[config.mk]
export PLATFORM = sky130hd
export DESIGN_NAME = mux_2to1_rr_arbiter
export DESIGN_NICKNAME = d
export VERILOG_FILES = /design/src/rtl/mux_2to1_rr_arbiter.sv
export SDC_FILE = /design/constraint.sdc
export NUM_CORES = 1
export LEC_CHECK = 0
export CORE_AREA = 2 2 43 45
export DETAILED_ROUTE_END_ITERATION = 6
export DIE_AREA = 0 0 45 47
export GPL_TIMING_DRIVEN = 0
export HOLD_SLACK_MARGIN = 0.12
export PLACE_DENSITY = 0.75
export SLEW_MARGIN = 20
export SYNTH_ARGS = -nofsm -noshare
export SYNTH_HDL_FRONTEND = slang
export SYNTH_SLANG_ARGS = --single-unit
[constraint.sdc]
create_clock -name iClk -period 3.3 [get_ports iClk]
set_input_delay 0.99 -clock iClk [delete_from_list [all_inputs] [get_ports iClk]]
set_output_delay 0.99 -clock iClk [all_outputs]
set_load 0.01 [all_outputs]
[src/rtl/mux_2to1_rr_arbiter.sv]
// Two-requester round-robin arbiter driving a 2:1 mux into one registered valid/ready output stage.
// Define PACKET_LOCK_EN to hold the grant on one source from a first beat until its last beat.
module mux_2to1_rr_arbiter #(
  parameter int WIDTH = 8
) (
  input  logic             iClk,
  input  logic             iRstn,
  input  logic             iAValid,
  input  logic [WIDTH-1:0] iAData,
  input  logic             iALast,
  output logic             oAReady,
  input  logic             iBValid,
  input  logic [WIDTH-1:0] iBData,
  input  logic             iBLast,
  output logic             oBReady,
  output logic             oValid,
  output logic [WIDTH-1:0] oData,
  output logic             oLast,
  output logic             oSel,
  input  logic             iReady
);

  logic             wLoad;
  logic             grant_a;
  logic             grant_b;
  logic             rLastSel;
  logic [WIDTH-1:0] sel_data;
  logic             sel_last;

`ifdef PACKET_LOCK_EN
  logic rLock;
`else
  logic rLock;
  assign rLock = 1'b0;
`endif

  assign wLoad = !oValid | iReady;

  // Round-robin by default; an open packet pins the grant to its source.
  always_comb begin
    grant_a = 1'b0;
    grant_b = 1'b0;
    if (iAValid & iBValid) begin
      grant_a = rLastSel;
      grant_b = !rLastSel;
    end else begin
      grant_a = iAValid;
      grant_b = iBValid;
    end
    if (rLock) begin
      grant_a = !rLastSel & iAValid;
      grant_b = rLastSel & iBValid;
    end
  end

  assign oAReady  = wLoad & grant_a;
  assign oBReady  = wLoad & grant_b;
  assign sel_data = grant_b ? iBData : iAData;
  assign sel_last = grant_b ? iBLast : iALast;

  // Output stage: load on accept, empty when free and idle, hold under backpressure.
  always_ff @(posedge iClk or negedge iRstn) begin
    if (!iRstn) begin
      oValid   <= 1'b0;
      oData    <= '0;
      oLast    <= 1'b0;
      oSel     <= 1'b0;
      rLastSel <= 1'b1;
`ifdef PACKET_LOCK_EN
      rLock    <= 1'b0;
`endif
    end else if (wLoad) begin
      if (grant_a | grant_b) begin
        oValid   <= 1'b1;
        oData    <= sel_data;
        oLast    <= sel_last;
        oSel     <= grant_b;
        rLastSel <= grant_b;
`ifdef PACKET_LOCK_EN
        rLock    <= !sel_last;
`endif
      end else begin
        oValid <= 1'b0;
      end
    end
  end

endmodule

==> impl_metrics.csv <==
group,metric,value,unit
run_status,status,"complete, no violations",
setup_path,path_max_fanout,10,
sta,period_share,97.2,%
layout,final_common_cell,"clkdlybuf4s50_1",
floorplan,fp.dieArea,2120,sq um
setup_path,ff2ff_path_depth,4,
cts,clk_path_buf_depth,2,
sta,tightest_slew,0.548,ns
floorplan,start_util,35.9,%
power_and_ir_drop,finalPower,456,uW
placed_design,dp_cells,118,
yosys,yosys_warnings,0,
setup_path,slowest_delay,0.47,ns
global_routing,grt_usage,17.7,%
cts,clk_pin_slew,0.08,ns
sta,finalCriticalPeriod,3.21,ns
setup_path,cp.depth,6,
sta,setup_viol,0,
drt,num_vias,612,
yosys,ys_ff_latch,12,
yosys,ys_async_sr_fraction,100,%
cts,cts-buffers-inserted,3,
power_and_ir_drop,power_density,445,nW/um^2
layout,stdcell_count,123,
setup_path,cp-start-kind,"input port",
setup_path,critPathRequiredTime,2.31,ns
drt,wl,1680,microns
floorplan,fp.dieW,45,microns
yosys,syn_nets,89,
sta,skew,0.00101,ns
sta,clock.fmax,0.312,GHz
floorplan,die_h,47,microns
layout,drive_gt1_share,13.2,%
cts,clk_root_buffer_cell,"clkbuf_4",
global_routing,grt_max_degree,13,
yosys,synth_top_area_share,46.4,%
layout,post-route-util,62.0,%
cts,clock-sinks,12,
yosys,synth_cell_types,17,
yosys,synthTopCellsByArea,"dfrtp_1, nand2_1, a31oi_1, a21oi_1, dfstp_2",
flow_run,cap_viol_max_count,0,
min_path,holdPathStages,1,
global_routing,grt-ovfl-total,0,
placed_design,dp_hpwl,1180,microns
power_and_ir_drop,clkPwrFrac,25.5,%
sta,slew_headroom,63.4,%
yosys,synth_flop_cell,"dfrtp_1",
sta,rsz0062_at_grt,"no",
drt,drcViolationCount,0,
drt,drtIter0Drc,14,
layout,final_cell_mix,"clkdlybuf4s50_1, nand2_1, a21oi_1, dfrtp_1, a31oi_1",
setup_path,crit_type,"input port to primary output",
setup_path,crit_family,"buffers and inverters",
floorplan,std_cell_rows,15,
power_and_ir_drop,share_comb_of_total_power,33.1,%
drt,wl_per_cell,13.6,microns
sta,hold_viol,0,
placed_design,io_buffer_count,35,
yosys,synth_edf_count,0,
min_path,min_from,"oSel$_DFFE_PN0P_",
power_and_ir_drop,intPower,328,uW
min_path,hp-class,"flip-flop to flip-flop",
global_routing,grt_pass1_vias,575,
drt,viasPerCell,4.98,
global_routing,grt_pass1_wl,2640,microns
cts,cts_tree,"done",
power_and_ir_drop,worst_ir_drop_vdd,0.000250,V
yosys,synth_area_leader_cell,"dfrtp_1",
setup_path,r2r-start,"rLastSel$_DFFE_PN1P_",
global_routing,busiest_layer,"met2",
power_and_ir_drop,p_switching,128,uW
yosys,syn-cell-area,593,sq um
global_routing,antenna_found_initial,0,
setup_path,cp_cell_sequence,"clkdlybuf4s50_1 > nand2b_4 > buf_6 > nand2_1 > a21oi_1 > dlygate4sd2_1",
drt,first_pass_iters,4,
cts,clkLatencyLatePin,0.27,ns
setup_path,crit_buf_inv,3,
layout,syn_to_final_growth,72.8,%
setup_path,cp-startpoint,"iReady",
drt,antenna_left,0,
setup_path,end_kind,"primary output",
layout,final_net_count,130,
setup_path,arrival,2.22,ns
floorplan,coreArea,1650,sq um
placed_design,finalWeightedCongestion,0.808,
yosys,synthCells,66,
setup_path,crit_slowest_cell,"clkdlybuf4s50_1",
cts,htreeDepth,1,
layout,diodes,0,
global_routing,use_met3,3.46,%
power_and_ir_drop,p_leak,0.452,nW
yosys,synth.avg_cell_area,8.99,sq um
power_and_ir_drop,swShare,28.0,%
yosys,yosysSeqAreaShare,50.8,%
floorplan,io_pins,36,
global_routing,gr-usage-met2,31.1,%
global_routing,use_met1,21.4,%
power_and_ir_drop,seqPwrFrac,41.3,%
sta,drv_slew,0,
## worst register-to-register path, cell delays in order (launching register included)
cell      delay [ns]
dfstp_2         0.59
a21bo_1         0.12
clkbuf_2        0.21
nand2_1         0.08
a31oi_1         0.18
## state kept, by name, summed over array words and instances (netlist names)
signal	flops
rLastSel	1
oSel	1
oLast	1
oValid	1
oData	8
## power groups by stage
stage	combinational [mW]	clock [mW]	sequential, mW
floorplan	0.0511	0	0.199
global placement	0.147	0	0.189
detailed placement	0.149	0	0.190
CTS	0.153	0.120	0.188
global route	0.165	0.126	0.191
finish	0.151	0.117	0.189
## metal layers
metal | wire length, microns | vias up | share of wire, %
met4 | 10 | 0 | 0.60
met2 | 810 | 26 | 48
met3 | 137 | 2 | 8.2
met1 | 717 | 273 | 43
li1 | - | 311 | -
met5 | 0 | - | 0
## logic make-up (layout without fill, tap and decap cells)
kind of cell	count (synthesis)	count (layout)	share of synthesized area, %
simple gates	25	25	18.4
compound gates	24	24	25.7
flops	12	12	50.8
buf+inv	5	45	5.06
## synth_stat cells, types with 2 or more instances
master and n:
dfrtp_1 11, nand2b_1 2, a21oi_1 11, buf_2 2, nand2_1 20, a31oi_1 9
## timing repair
item | 4_1_cts | 5_1_grt
setup endpoints to repair | 2 | 0
setup buffers | 1 | 0
gates resized for setup | 9 | 0
hold buffers | 0 | 0
## final timing paths
path | end | slack (ns)
max in group asynchronous | rLastSel$_DFFE_PN1P_ | 1.86
setup / recovery | oAReady | 0.09
hold / removal | oSel$_DFFE_PN0P_ | 0.48
setup reg to reg | oData[5]$_DFFE_PN0P_ | 2.03
min in group asynchronous | oData[1]$_DFFE_PN0P_ | 1.07
hold reg to reg | oSel$_DFFE_PN0P_ | 0.48
## stage by stage
| step | setup TNS [ns] | hold slack (ns) | setup slack [ns] | instance area [sq um] |
|---|---|---|---|---|
| 5_1_grt | 0 | 0.496 | 0.0245 | 1020 |
| 3_3_place_gp | -0.799 | 0.471 | -0.436 | 965 |
| 3_5_place_dp | -0.787 | 0.465 | -0.411 | 965 |
| 2_1_floorplan | 0 | 0.518 | 0.676 | 593 |
| 6_report | 0 | 0.479 | 0.0911 | 1020 |
| 4_1_cts | 0 | 0.483 | 0.0992 | 1020 |
## area by class of cell
class                           count  area (sq um)
Clock buffer                        4          36.3
Inverter                            1          3.75
Timing Repair Buffer               36           353
Tap cell                           17          21.3
Sequential cell                    12           302
Multi-Input combinational cell     49           277
Fill cell                         159           627
Buffer                              4          32.5
No activity file was read; power rests on OpenSTA's default activity.
